<file path="config.mk">
export PLATFORM = sky130hd
export DESIGN_NAME = dual_seq_gen
export DESIGN_NICKNAME = d
export VERILOG_FILES = /design/src/rtl/dual_seq_gen.sv
export SDC_FILE = /design/constraint.sdc
export NUM_CORES = 1
export LEC_CHECK = 0
export BUFFER_PORTS_ARGS = -buffer_cell sky130_fd_sc_hd__buf_2
export CELL_PAD_IN_SITES_DETAIL_PLACEMENT = 1
export CELL_PAD_IN_SITES_GLOBAL_PLACEMENT = 2
export CORE_ASPECT_RATIO = 0.6
export CORE_MARGIN = 1
export CORE_UTILIZATION = 38
export CTS_CLUSTER_DIAMETER = 30
export DETAILED_ROUTE_END_ITERATION = 10
export HOLD_SLACK_MARGIN = 0.1
export PLACE_DENSITY_LB_ADDON = 0.1
export SLEW_MARGIN = 20
export SYNTH_ARGS = -nofsm -noshare
export SYNTH_HDL_FRONTEND = slang
export SYNTH_SLANG_ARGS = --single-unit
export TNS_END_PERCENT = 5
</file>
<file path="constraint.sdc">
create_clock -name clk -period 2.3 [get_ports clk]
set_clock_uncertainty 0.2 [all_clocks]
set_input_delay 0.23 -clock clk [delete_from_list [all_inputs] [get_ports clk]]
set_output_delay 0.23 -clock clk [all_outputs]
set_load 0.005 [all_outputs]
</file>
<file path="src/rtl/dual_seq_gen.sv">
// rtl/dual_seq_gen.sv - two-pattern serial sequence generator with repeat, hold and abort
// Streams pattern A (10001) or B (001100) MSB first, RPT+1 times back-to-back.
module dual_seq_gen #(
    parameter logic IDLE_LEVEL = 1'b0
) (
    input  logic       clk,
    input  logic       RST,
    input  logic       START,
    input  logic       SEL,
    input  logic [3:0] RPT,
    input  logic       HOLD,
    input  logic       ABORT,
    output logic       X,
    output logic       VALID,
    output logic       BUSY,
    output logic       DONE
);

    typedef enum logic {S_IDLE, S_SEND} state_t;

    state_t     r_state;
    logic [2:0] r_idx;
    logic [3:0] r_rep;
    logic       r_sel;
    logic [3:0] r_rpt;
    logic       r_x;
    logic       r_valid;
    logic       r_busy;
    logic       r_done;

    logic       w_last;
    logic [2:0] w_next_idx;

    // Bit idx counts from the leftmost (first transmitted) pattern bit.
    function automatic logic pat_bit(input logic sel, input logic [2:0] idx);
        if (sel)
            return (idx == 3'd2) || (idx == 3'd3);
        else
            return (idx == 3'd0) || (idx == 3'd4);
    endfunction

    assign w_last     = r_sel ? (r_idx == 3'd5) : (r_idx == 3'd4);
    assign w_next_idx = r_idx + 3'd1;

    always_ff @(posedge clk or posedge RST) begin
        if (RST) begin
            r_state <= S_IDLE;
            r_idx   <= 3'd0;
            r_rep   <= 4'd0;
            r_sel   <= 1'b0;
            r_rpt   <= 4'd0;
            r_x     <= IDLE_LEVEL;
            r_valid <= 1'b0;
            r_busy  <= 1'b0;
            r_done  <= 1'b0;
        end else if (ABORT) begin
            r_state <= S_IDLE;
            r_idx   <= 3'd0;
            r_rep   <= 4'd0;
            r_x     <= IDLE_LEVEL;
            r_valid <= 1'b0;
            r_busy  <= 1'b0;
            r_done  <= 1'b0;
        end else begin
            // DONE is a single-cycle pulse even if HOLD is raised during it.
            r_done <= 1'b0;
            case (r_state)
                S_IDLE: begin
                    if (START && !HOLD) begin
                        r_state <= S_SEND;
                        r_sel   <= SEL;
                        r_rpt   <= RPT;
                        r_idx   <= 3'd0;
                        r_rep   <= 4'd0;
                        r_x     <= pat_bit(SEL, 3'd0);
                        r_valid <= 1'b1;
                        r_busy  <= 1'b1;
                    end
                end
                S_SEND: begin
                    if (!HOLD) begin
                        if (w_last) begin
                            if (r_rep == r_rpt) begin
                                r_state <= S_IDLE;
                                r_idx   <= 3'd0;
                                r_rep   <= 4'd0;
                                r_x     <= IDLE_LEVEL;
                                r_valid <= 1'b0;
                                r_busy  <= 1'b0;
                                r_done  <= 1'b1;
                            end else begin
                                r_rep <= r_rep + 4'd1;
                                r_idx <= 3'd0;
                                r_x   <= pat_bit(r_sel, 3'd0);
                            end
                        end else begin
                            r_idx <= w_next_idx;
                            r_x   <= pat_bit(r_sel, w_next_idx);
                        end
                    end
                end
                default: r_state <= S_IDLE;
            endcase
        end
    end

    assign X     = r_x;
    assign VALID = r_valid;
    assign BUSY  = r_busy;
    assign DONE  = r_done;

endmodule

</file>
* Word-level counts from Yosys, hierarchy flattened
Index checks and enable logic that the tools add are counted. Widths: inputs -> output; s select.
Storage, ports and cells: register bits 16, bits in latches 0, bits in writable memories 0, memory bits (read-only) 0, bits of input ports 10, output and inout port bits 4, memories kept 0
Operators by class: add/sub/neg operators 2, multipliers 0, divide/modulo/power cells 0, $lt $le $gt $ge 0, equality and inequality tests 10, shift-type cells 0, muxes and demuxes 38, bitwise operators 2, reductions and logical operators 9
Operators with widths (count):
- $mux 1 | 24
- $mux 4 | 5
- $mux 3 | 4
- $eq 3x3->1 const B | 3
- $pmux 4 s2 | 1
- $eq 3x2->1 const B | 2
- $ne 3x2->1 const B | 2
- $ne 3x3->1 const B | 2
- $pmux 1 s2 | 3
- $pmux 3 s2 | 1
- $reduce_and 3->1 | 2
- $add 4x1->4 const B | 1
- $eq 4x4->1 | 1
- $reduce_and 4->1 | 1
- $add 3x1->3 const B | 1
- $logic_not 3->1 | 1
- $logic_or 1x1->1 | 2
- $not 1->1 | 2
- $reduce_and 2->1 | 1
- $logic_and 1x1->1 | 1
- $logic_not 1->1 | 1

* Longest topological paths before layout
Gate-level depths: netlist (run 1).
depth in word-level cells 8, mapped depth 6, gate-level depth less buffers 6

* Worst setup path after synthesis (run 1)
Ideal clock, no wire load.
path type reg2reg, start point register r_state, end point register r_rpt[0], setup time 0.125 ns, arrival 1.201 ns, setup slack 0.774 ns, cell stages (with the launch flop) 3, buffers on the path 0, path through dfrtp_1 > nor4b_4 > mux2_2
On the way: word-level cells in the longest chain between the ends 2
Ends and longest elaborated chain:
- start, declared | RTL line 21 | state_t r_state;
- start signal, assigned | RTL line 47 | r_state <= S_IDLE;
- start signal, assigned | RTL line 57 | r_state <= S_IDLE;
- start signal, assigned | RTL line 70 | r_state <= S_SEND;
- $not 1->1 (no source line)
- $reduce_and 3->1 (no source line)
- end signal, assigned | RTL line 51 | r_rpt <= 4'd0;
- end signal, assigned | RTL line 72 | r_rpt <= RPT;
- end, declared | RTL line 25 | logic [3:0] r_rpt;
Every way passes these cells. A chain may end at the register's enable or synchronous reset.

* Final worst setup path (run 1)
start point register r_state, end point register r_rpt[3]
Same word-level chain as after synthesis.

==> results.sh, run 1 <==
export IMPL_grt_overflow_total=0
export IMPL_syn_avg_cell_area_sq_um=10.7
export IMPL_hpwl_um=1480
export IMPL_hold_buffers=6
export IMPL_cts_tree="built"
export IMPL_wl_per_cell_um=14.4
export IMPL_final_setup_worst_slack_ps=548
export IMPL_arrival_ps=1700
export IMPL_start_kind="flip-flop"
export IMPL_period_minus_slack_ps=1750
export IMPL_setup_tns_ps=0
export IMPL_via_per_inst=5.14
export IMPL_dieHeight_um=40.4
export IMPL_min_period_over_period_pct=76.2
export IMPL_place_congestion=0.728
export IMPL_clk_pin_slew_ps=60
export IMPL_cts_sinks=16
export IMPL_powerDensity_nw_per_um2=616
export IMPL_place_ws_ps=548
export IMPL_clk_latency_ps=260
export IMPL_core_region_area_sq_um=2240
export IMPL_initial_core_util_pct=41.6
export IMPL_ctsResizeCount=0
export IMPL_fmax_ghz=0.571
export IMPL_drc=0
export IMPL_cpPeakStageDelay_ps=570
export IMPL_ys_ff_latch=16
export IMPL_cp_end_kind="flip-flop"
export IMPL_routed_wirelength_um=2010
export IMPL_cpMaxStageDelayCell="nor4b_4"
export IMPL_grt_pass1_wl_um=3300
export IMPL_synth_distinct_cells=37
export IMPL_p_leak_nw=0.506
export IMPL_synth_warnings=0
export IMPL_numCtsBuffers=3
export IMPL_ant_nets=0
export IMPL_cp_max_fo=9
export IMPL_hold_violations=0
export IMPL_antenna_found_initial=0
export IMPL_drt_initial_drc_count=20
export IMPL_crit_type="reg2reg"
export IMPL_intPower_w=0.000519
export IMPL_comb_power_share_pct=16.3
export IMPL_status="finished, final reports clean"
export IMPL_antenna_cells=0
export IMPL_slew_headroom_pct=58.4
export IMPL_p_seq_share_pct=46.9
export IMPL_netlist_area_sq_um=933
export IMPL_area_growth_pct=22.5
export IMPL_portBuffers=13
export IMPL_stdcell_count=139
export IMPL_swShare_pct=26.2
export IMPL_setup_viol_count_final=0
export IMPL_grt_setup_unrepaired="no"
export IMPL_num_io_pins=14
export IMPL_seq_area_frac_synth_pct=42.9
export IMPL_fin_util_pct=50.9
export IMPL_htree_levels=1
export IMPL_clockPowerShare_pct=36.7
export IMPL_grt_max_degree=17
export IMPL_placedCellCount=129
export IMPL_drive_above_1_share_pct=26.6
export IMPL_netlist_instances=87
export IMPL_worstMarginPinSlew_ps=624
export IMPL_first_pass_iters=4
export IMPL_grt_usage_pct=18.2
export IMPL_cts_buffer_depth=2
export IMPL_cts_root_buf="clkbuf_8"
export IMPL_fill_cells=252
export IMPL_p_sw_w=0.000185
export IMPL_slew_viol_final=0
export IMPL_hp_class="in2reg"
export IMPL_post_cts_buffers=0
export IMPL_vias=715
export IMPL_critical_path_required_ps=2240
export IMPL_drv_cap=0
export IMPL_path_cells="nor4b_4 > mux2_2"
export IMPL_nNetsFinal=125
export IMPL_die_x_um=66.0
export IMPL_dieArea_sq_um=2670
export IMPL_first_global_vias=650
export IMPL_rows=13
export IMPL_ir_drop_mv=0.337
export IMPL_syn_nets=102
cells in the mapped netlist, drive strengths merged:
cell type / number / area share, %
dfrtp: 16 / 43
nand2: 7 / 2.8
inv: 6 / 2.4
ha: 5 / 6.7
mux2: 5 / 6.0
nor2: 5 / 2.3
xnor2: 5 / 5.5
o21ai: 4 / 2.1
a21oi: 3 / 1.6
nand2b: 3 / 2.0
nand3: 2 / 1.1
nand4: 2 / 2.0
nor2b: 2 / 1.3
nor3: 2 / 1.1
o211ai: 2 / 2.1
a211oi: 1 / 0.80
a22oi: 1 / 0.80
a311oi: 1 / 1.6
a31oi: 1 / 0.67
a41oi: 1 / 0.94
and2b: 1 / 0.80
and4b: 1 / 1.1
buf: 1 / 0.80
nand3b: 1 / 0.80
nor3b: 1 / 0.80
nor4b: 1 / 2.5
o21ba: 1 / 1.1
o21bai: 1 / 0.80
o22ai: 1 / 0.67
o31ai: 1 / 0.80
or3b: 1 / 0.94
or4b: 1 / 1.1
xor2: 1 / 0.94
cell families after synthesis:
family / after synthesis / synth area share [%]
AOI/OAI and AO/OA: 18 / 14.1
xor gates and xnor gates: 6 / 6.43
adders and majority gates: 5 / 6.70
buffers and inverters: 7 / 3.22
DFF: 16 / 42.9
muxes: 5 / 6.03
and+or+nand+nor: 30 / 20.6
worst max-delay path: cells and delay by family (launching register included):
kind | cells | cell delay (ps)
and+or+nand+nor | 1 | 570
DFF | 1 | 460
muxes | 1 | 410
routing by layer:
metal	part of all wire (%)	GRT usage, %	vias to the layer above
li1	-	-	358
met1	55	27.3	339
met2	39	24.2	15
met3	4.8	5.97	3
met4	1.1	4.79	0
met5	0	0	-
power groups by stage:
stage	sequential [W]	combinational [W]	clock, W
3_5_place_dp	0.000337	0.000108	0
3_3_place_gp	0.000336	0.000106	0
6_report	0.000331	0.000115	0.000259
5_1_grt	0.000336	0.000129	0.000272
4_1_cts	0.000332	0.000116	0.000266
2_1_floorplan	0.000331	0.0000804	0
area by class of cell:
cell class / count / area (sq um) / share of cell area, %
clock buffers: 4 / 55.1 / 4.81
inverters: 6 / 22.5 / 1.97
multi-input cells: 64 / 503 / 44.0
flip-flops and latches: 16 / 400 / 35.0
well taps: 30 / 37.5 / 3.28
repair buffers: 19 / 125 / 10.9
sequential cells by signal, summed over array words and instances (netlist names):
name / cells
X: 1
r_state: 1
DONE: 1
r_sel: 1
r_rep: 4
r_idx: 3
r_rpt: 4
BUSY: 1
stage by stage:
| step | instance area [sq um] | power, W | hold WS, ps |
|---|---|---|---|
| floorplan | 933 | 0.000412 | -56.3 |
| global placement | 1030 | 0.000442 | 147 |
| detailed placement | 1030 | 0.000446 | 151 |
| CTS | 1140 | 0.000714 | 164 |
| global route | 1140 | 0.000738 | 191 |
| finish | 1140 | 0.000704 | 173 |
layout by cell type (no fill, tap or decap), types with 2 or more instances in the layout:
cell	n
a21oi_1	3
buf_2	13
clkbuf_8	4
dfrtp_1	16
dlygate4sd3_1	6
ha_1	5
inv_1	6
mux2_2	5
nand2_1	7
nand2b_1	3
nand3_1	2
nor2_1	4
nor2b_1	2
nor3_1	2
o21ai_0	4
xnor2_1	4
path summary, 6_finish.rpt:
kind                          from  endpoint  slack, ps  depth (start not counted)
min reg2reg                      X         X        310                          2
max reg2reg                r_state  r_rpt[3]        550                          2
max                        r_state  r_rpt[3]        550                          2
min                           HOLD   r_state        170                          3
max in group asynchronous      RST  r_idx[2]       1110                          3
min in group asynchronous      RST  r_rpt[3]        390                          3
Power figures use the tool's default switching activity.
==> run 2, diff against run 1 <==
--- a/config.mk
+++ b/config.mk
@@ -10,7 +10,7 @@
 export CELL_PAD_IN_SITES_GLOBAL_PLACEMENT = 2
 export CORE_ASPECT_RATIO = 0.6
 export CORE_MARGIN = 1
-export CORE_UTILIZATION = 38
+export CORE_UTILIZATION = 32
 export CTS_CLUSTER_DIAMETER = 30
 export DETAILED_ROUTE_END_ITERATION = 10
 export HOLD_SLACK_MARGIN = 0.1
==> constraint.sdc (replaced) <==
create_clock -name clk -period 1.6 [get_ports clk]
set_clock_uncertainty 0.2 [all_clocks]
set_input_delay 0.16 -clock clk [delete_from_list [all_inputs] [get_ports clk]]
set_output_delay 0.16 -clock clk [all_outputs]
set_load 0.005 [all_outputs]
==> run 2 against run 1 <==
- the run now ends with negative setup slack left
- non-clock buffer count increased by 14
- first-iteration DRC count down 35%
- combinational power is 130% higher
- clock power grew 44%
- utilization rose by 0.10 points
- setup slack worse by 570 ps
- design area rose by 17%
- global-route usage grew 0.82 points
- highest routed layer unchanged
==> results.sh, run 2 (same netlist as run 1, synthesis figures left out) <==
export IMPL_first_pass_iters=3
export IMPL_nNetsFinal=139
export IMPL_powerDensity_nw_per_um2=836
export IMPL_grt_usage_pct=19.0
export IMPL_ant_nets=0
export IMPL_hp_class="in2reg"
export IMPL_cts_root_buf="clkbuf_8"
export IMPL_drv_cap=0
export IMPL_cp_end_kind="flip-flop"
export IMPL_largestRegisters="r_rep x4, r_rpt x4, r_idx x3"
export IMPL_cts_tree="built"
export IMPL_hold_violations=0
export IMPL_antenna_found_initial=0
export IMPL_via_per_inst=5.06
export IMPL_min_period_over_period_pct=101
export IMPL_stdcell_count=155
export IMPL_first_global_vias=838
export IMPL_grt_pass1_wl_um=4280
export IMPL_worstMarginPinSlew_ps=260
export IMPL_vias=785
export IMPL_grt_setup_unrepaired="yes"
export IMPL_cts_sinks=16
export IMPL_num_io_pins=14
export IMPL_clk_latency_ps=260
export IMPL_numCtsBuffers=3
export IMPL_start_kind="flip-flop"
export IMPL_final_cell_mix="buf_2, buf_4, dfrtp_1"
export IMPL_place_ws_ps=-51.5
export IMPL_slew_viol_final=0
export IMPL_final_setup_worst_slack_ps=-22.3
export IMPL_hpwl_um=1900
export IMPL_slew_headroom_pct=82.5
export IMPL_drt_initial_drc_count=13
export IMPL_dieHeight_um=43.8
export IMPL_rows=14
export IMPL_clk_pin_slew_ps=70
export IMPL_p_leak_nw=0.591
export IMPL_area_growth_pct=43.7
export IMPL_arrival_ps=1590
export IMPL_initial_core_util_pct=35.5
export IMPL_placedCellCount=142
export IMPL_drc=0
export IMPL_cp_max_fo=6
export IMPL_setup_viol_count_final=1
export IMPL_drive_above_1_share_pct=48.8
export IMPL_period_minus_slack_ps=1620
export IMPL_die_x_um=71.7
export IMPL_wl_per_cell_um=17.3
export IMPL_violations="negative setup slack"
export IMPL_dieArea_sq_um=3140
export IMPL_crit_type="reg2reg"
export IMPL_grt_overflow_total=0
export IMPL_htree_levels=1
export IMPL_ir_drop_mv=0.640
export IMPL_critical_path_required_ps=1570
export IMPL_grt_max_degree=17
export IMPL_portBuffers=13
export IMPL_status="finished, violations left"
export IMPL_fmax_ghz=0.616
export IMPL_cts_buffer_depth=2
export IMPL_routed_wirelength_um=2680
export IMPL_antenna_cells=0
export IMPL_core_region_area_sq_um=2630
export IMPL_place_congestion=0.783
-- run 2: cell count changes in the layout (fill, tap and decap cells not counted), moves of 2 or more --
| cell | delta |
|---|---|
| buf_4 | +13 |
| dfrtp_1 | -5 |
| dfrtp_2 | +5 |
| xnor2_1 | -3 |
| xnor2_2 | +2 |
-- run 2: per-stage QoR --
step           total power [W]  area [sq um]  TNS [ps]  utilization, %  hold WS, ps
3_3_place_gp          0.000679          1110     -1.59            42.4        -16.9
5_1_grt                0.00118          1340      -373            51.0          133
4_1_cts                0.00109          1240     -23.7            47.1          102
6_report               0.00112          1340     -22.3            51.0          127
2_1_floorplan         0.000592           933         0               -         -126
3_5_place_dp          0.000689          1110     -90.8            42.4         10.1
-- run 2: metal layers --
metal,vias up,track usage (%),wire length [um]
li1,380,-,-
met1,391,28.6,1450
met2,12,27.2,1140
met3,2,5.58,75
met4,0,3.53,8
met5,-,0,0
-- run 2: layout make-up --
type                    count  area [sq um]
fillers                   287          1290
repair buffers             33           234
inverters                   6          22.5
multi-input cells          64           583
well taps                  32          40.0
clock buffers               4          55.1
flip-flops and latches     16           407
-- run 2: path summary, 6_finish.rpt --
check / start / to / slack, ps / cells after the start
worst min register to register: r_rpt[1] / r_rpt[1] / 340 / 1
min in group asynchronous: RST / X / 260 / 4
max in group asynchronous: RST / r_rep[0] / 720 / 4
worst min-delay path: ABORT / DONE / 130 / 3
worst max register to register: r_rep[3] / r_rep[2] / -20 / 4
worst max-delay path: r_rep[3] / r_rep[2] / -20 / 4
-- run 2: worst max-delay path: stages, from the launching register on --
cell and delay [ps]:
dfrtp_2 460, xnor2_2 170, nand4_4 140, or4b_4 470, o211ai_1 100
-- run 2: what timing repair did --
item                       CTS  global route
setup endpoints to repair    4            12
setup buffers                1             2
hold buffers                 6             0
pin swaps                    3             4
resized for setup            2            19
hold endpoints to repair    21             0
-- run 2: report_power, final --
part | leakage (nW) | internal [W] | switching (W) | total (W)
combinational | 0.359 | 0.000151 | 0.000113 | 0.000264
clock | 0.0288 | 0.000219 | 0.000154 | 0.000372
sequential | 0.203 | 0.000441 | 0.0000444 | 0.000485
==> run 3, diff against run 2 <==
--- a/config.mk
+++ b/config.mk
@@ -10,7 +10,7 @@
 export CELL_PAD_IN_SITES_GLOBAL_PLACEMENT = 2
 export CORE_ASPECT_RATIO = 0.6
 export CORE_MARGIN = 1
-export CORE_UTILIZATION = 32
+export CORE_UTILIZATION = 38
 export CTS_CLUSTER_DIAMETER = 30
 export DETAILED_ROUTE_END_ITERATION = 10
 export HOLD_SLACK_MARGIN = 0.1
==> constraint.sdc (replaced) <==
create_clock -name clk -period 2 [get_ports clk]
set_clock_uncertainty 0.2 [all_clocks]
set_input_delay 0.2 -clock clk [delete_from_list [all_inputs] [get_ports clk]]
set_output_delay 0.2 -clock clk [all_outputs]
set_load 0.005 [all_outputs]
==> run 3 against run 2 <==
- die area is 15% lower
- setup slack improved by 320 ps
- largest power group unchanged
- clock-buffer cell count did not move
- via count decreased by 8.3%
- the flow now finishes without violations
==> results.sh, run 3 (same netlist as run 1, synthesis figures left out) <==
export IMPL_dieArea_sq_um=2670
export IMPL_clk_pin_slew_ps=70
export IMPL_slew_headroom_pct=58.9
export IMPL_grt_setup_unrepaired="no"
export IMPL_cpMaxStageDelayCell="dfrtp_1"
export IMPL_ir_drop_mv=0.468
export IMPL_reg2reg_from="r_idx[0]"
export IMPL_crit_type="reg2reg"
export IMPL_drive_above_1_share_pct=27.3
export IMPL_num_io_pins=14
export IMPL_drt_initial_drc_count=30
export IMPL_hpwl_um=1440
export IMPL_grt_overflow_total=0
export IMPL_fin_hold_ws_ps=137
export IMPL_setup_tns_ps=0
export IMPL_min_from="HOLD"
export IMPL_grt_pass1_wl_um=3200
export IMPL_start_kind="flip-flop"
export IMPL_first_global_vias=668
export IMPL_min_period_over_period_pct=85.1
export IMPL_startpoint="r_idx[0]"
export IMPL_fmax_ghz=0.588
export IMPL_grt_max_degree=17
export IMPL_ant_nets=0
export IMPL_vias=720
export IMPL_place_congestion=0.802
export IMPL_setup_viol_count_final=0
export IMPL_cpPeakStageDelay_ps=470
export IMPL_critPathBufInv=0
export IMPL_critical_path_required_ps=1930
export IMPL_cp_end_kind="flip-flop"
export IMPL_slew_viol_final=0
export IMPL_initial_core_util_pct=41.6
export IMPL_worstMarginPinSlew_ps=616
export IMPL_p_leak_nw=0.512
export IMPL_rows=13
export IMPL_cts_root_buf="clkbuf_8"
export IMPL_grt_usage_pct=17.1
export IMPL_area_growth_pct=23.3
export IMPL_cp_max_fo=7
export IMPL_arrival_ps=1630
export IMPL_htree_levels=1
export IMPL_period_minus_slack_ps=1700
export IMPL_cts_buffer_depth=2
export IMPL_nNetsFinal=126
export IMPL_core_region_area_sq_um=2240
export IMPL_numCtsBuffers=3
export IMPL_portBuffers=13
export IMPL_status="finished, final reports clean"
export IMPL_hp_class="in2reg"
export IMPL_cts_sinks=16
export IMPL_post_cts_buffers=0
export IMPL_path_cells="xnor2_2 > a311oi_2 > nand2b_1 > o21ai_0"
export IMPL_layout_cells_most_common="dfrtp_1"
export IMPL_die_x_um=66.0
export IMPL_routed_wirelength_um=1900
export IMPL_clk_latency_ps=250
export IMPL_drv_cap=0
export IMPL_hold_violations=0
export IMPL_dieHeight_um=40.4
export IMPL_drc=0
export IMPL_ctsResizeCount=0
export IMPL_final_cell_mix="dfrtp_1, buf_2, nand2_1, inv_1, dlygate4sd3_1"
export IMPL_cts_tree="built"
export IMPL_largestRegisters="r_rep x4, r_rpt x4, r_idx x3"
export IMPL_first_pass_iters=4
export IMPL_via_per_inst=5.14
export IMPL_antenna_found_initial=0
export IMPL_crit_family="compound AO/OA/AOI/OAI gates"
export IMPL_antenna_cells=0
export IMPL_wl_per_cell_um=13.6
export IMPL_powerDensity_nw_per_um2=694
-- run 3: cell count changes in the layout (fill, tap and decap cells not counted), moves of 2 or more --
cell | before | now
buf_4 | 13 | 1
dfrtp_1 | 11 | 16
dfrtp_2 | 5 | 0
xnor2_1 | 1 | 4
xnor2_2 | 3 | 1
-- run 3: metal layers --
layer	vias to the layer above	wire length (um)	track usage [%]	share of wire, %
met4	0	13	5.85	0.68
li1	359	-	-	-
met1	342	1050	25.3	55
met5	-	0	0	0
met2	17	754	23.5	40
met3	2	89	4.55	4.7
-- run 3: worst register-to-register path: stages (launching register included) --
cell	delay, ps
dfrtp_1	470
xnor2_2	220
a311oi_2	470
nand2b_1	160
o21ai_0	70
-- run 3: worst paths after layout --
check	to	slack [ps]	depth (start not counted)
worst max-delay path	r_rep[1]	300	4
worst min-delay path	r_state	140	3
worst max register to register	r_rep[1]	300	4
worst min register to register	r_rpt[1]	330	1
max in group asynchronous	r_rpt[3]	840	3
min in group asynchronous	X	360	3
-- run 3: per-stage QoR --
stage | setup WS, ps | cell area, sq um | cells | util, % | power, W
floorplan | 474 | 933 | 87 | - | 0.000473
global placement | 296 | 1040 | 130 | 46.2 | 0.000509
detailed placement | 302 | 1040 | 130 | 46.2 | 0.000512
CTS | 295 | 1150 | 140 | 51.3 | 0.000810
global route | 175 | 1150 | 140 | 51.3 | 0.000846
finish | 299 | 1150 | 140 | 51.3 | 0.000799
-- run 3: power by group --
group	internal, W	switching, W	leakage [nW]
clock network	0.000175	0.000112	0.0288
registers	0.000352	0.0000280	0.211
logic	0.0000710	0.0000615	0.272
-- run 3: timing repair --
action,CTS,global route
hold endpoints to repair,21,0
endpoints found under the setup margin,0,0
hold buffers,6,0
-- run 3: final cells by class --
type                    count  area, sq um
clock buffers               4         55.1
inverters                   6         22.5
repair buffers             20          133
multi-input cells          64          503
flip-flops and latches     16          400
well taps                  30         37.5
fillers                   259         1090
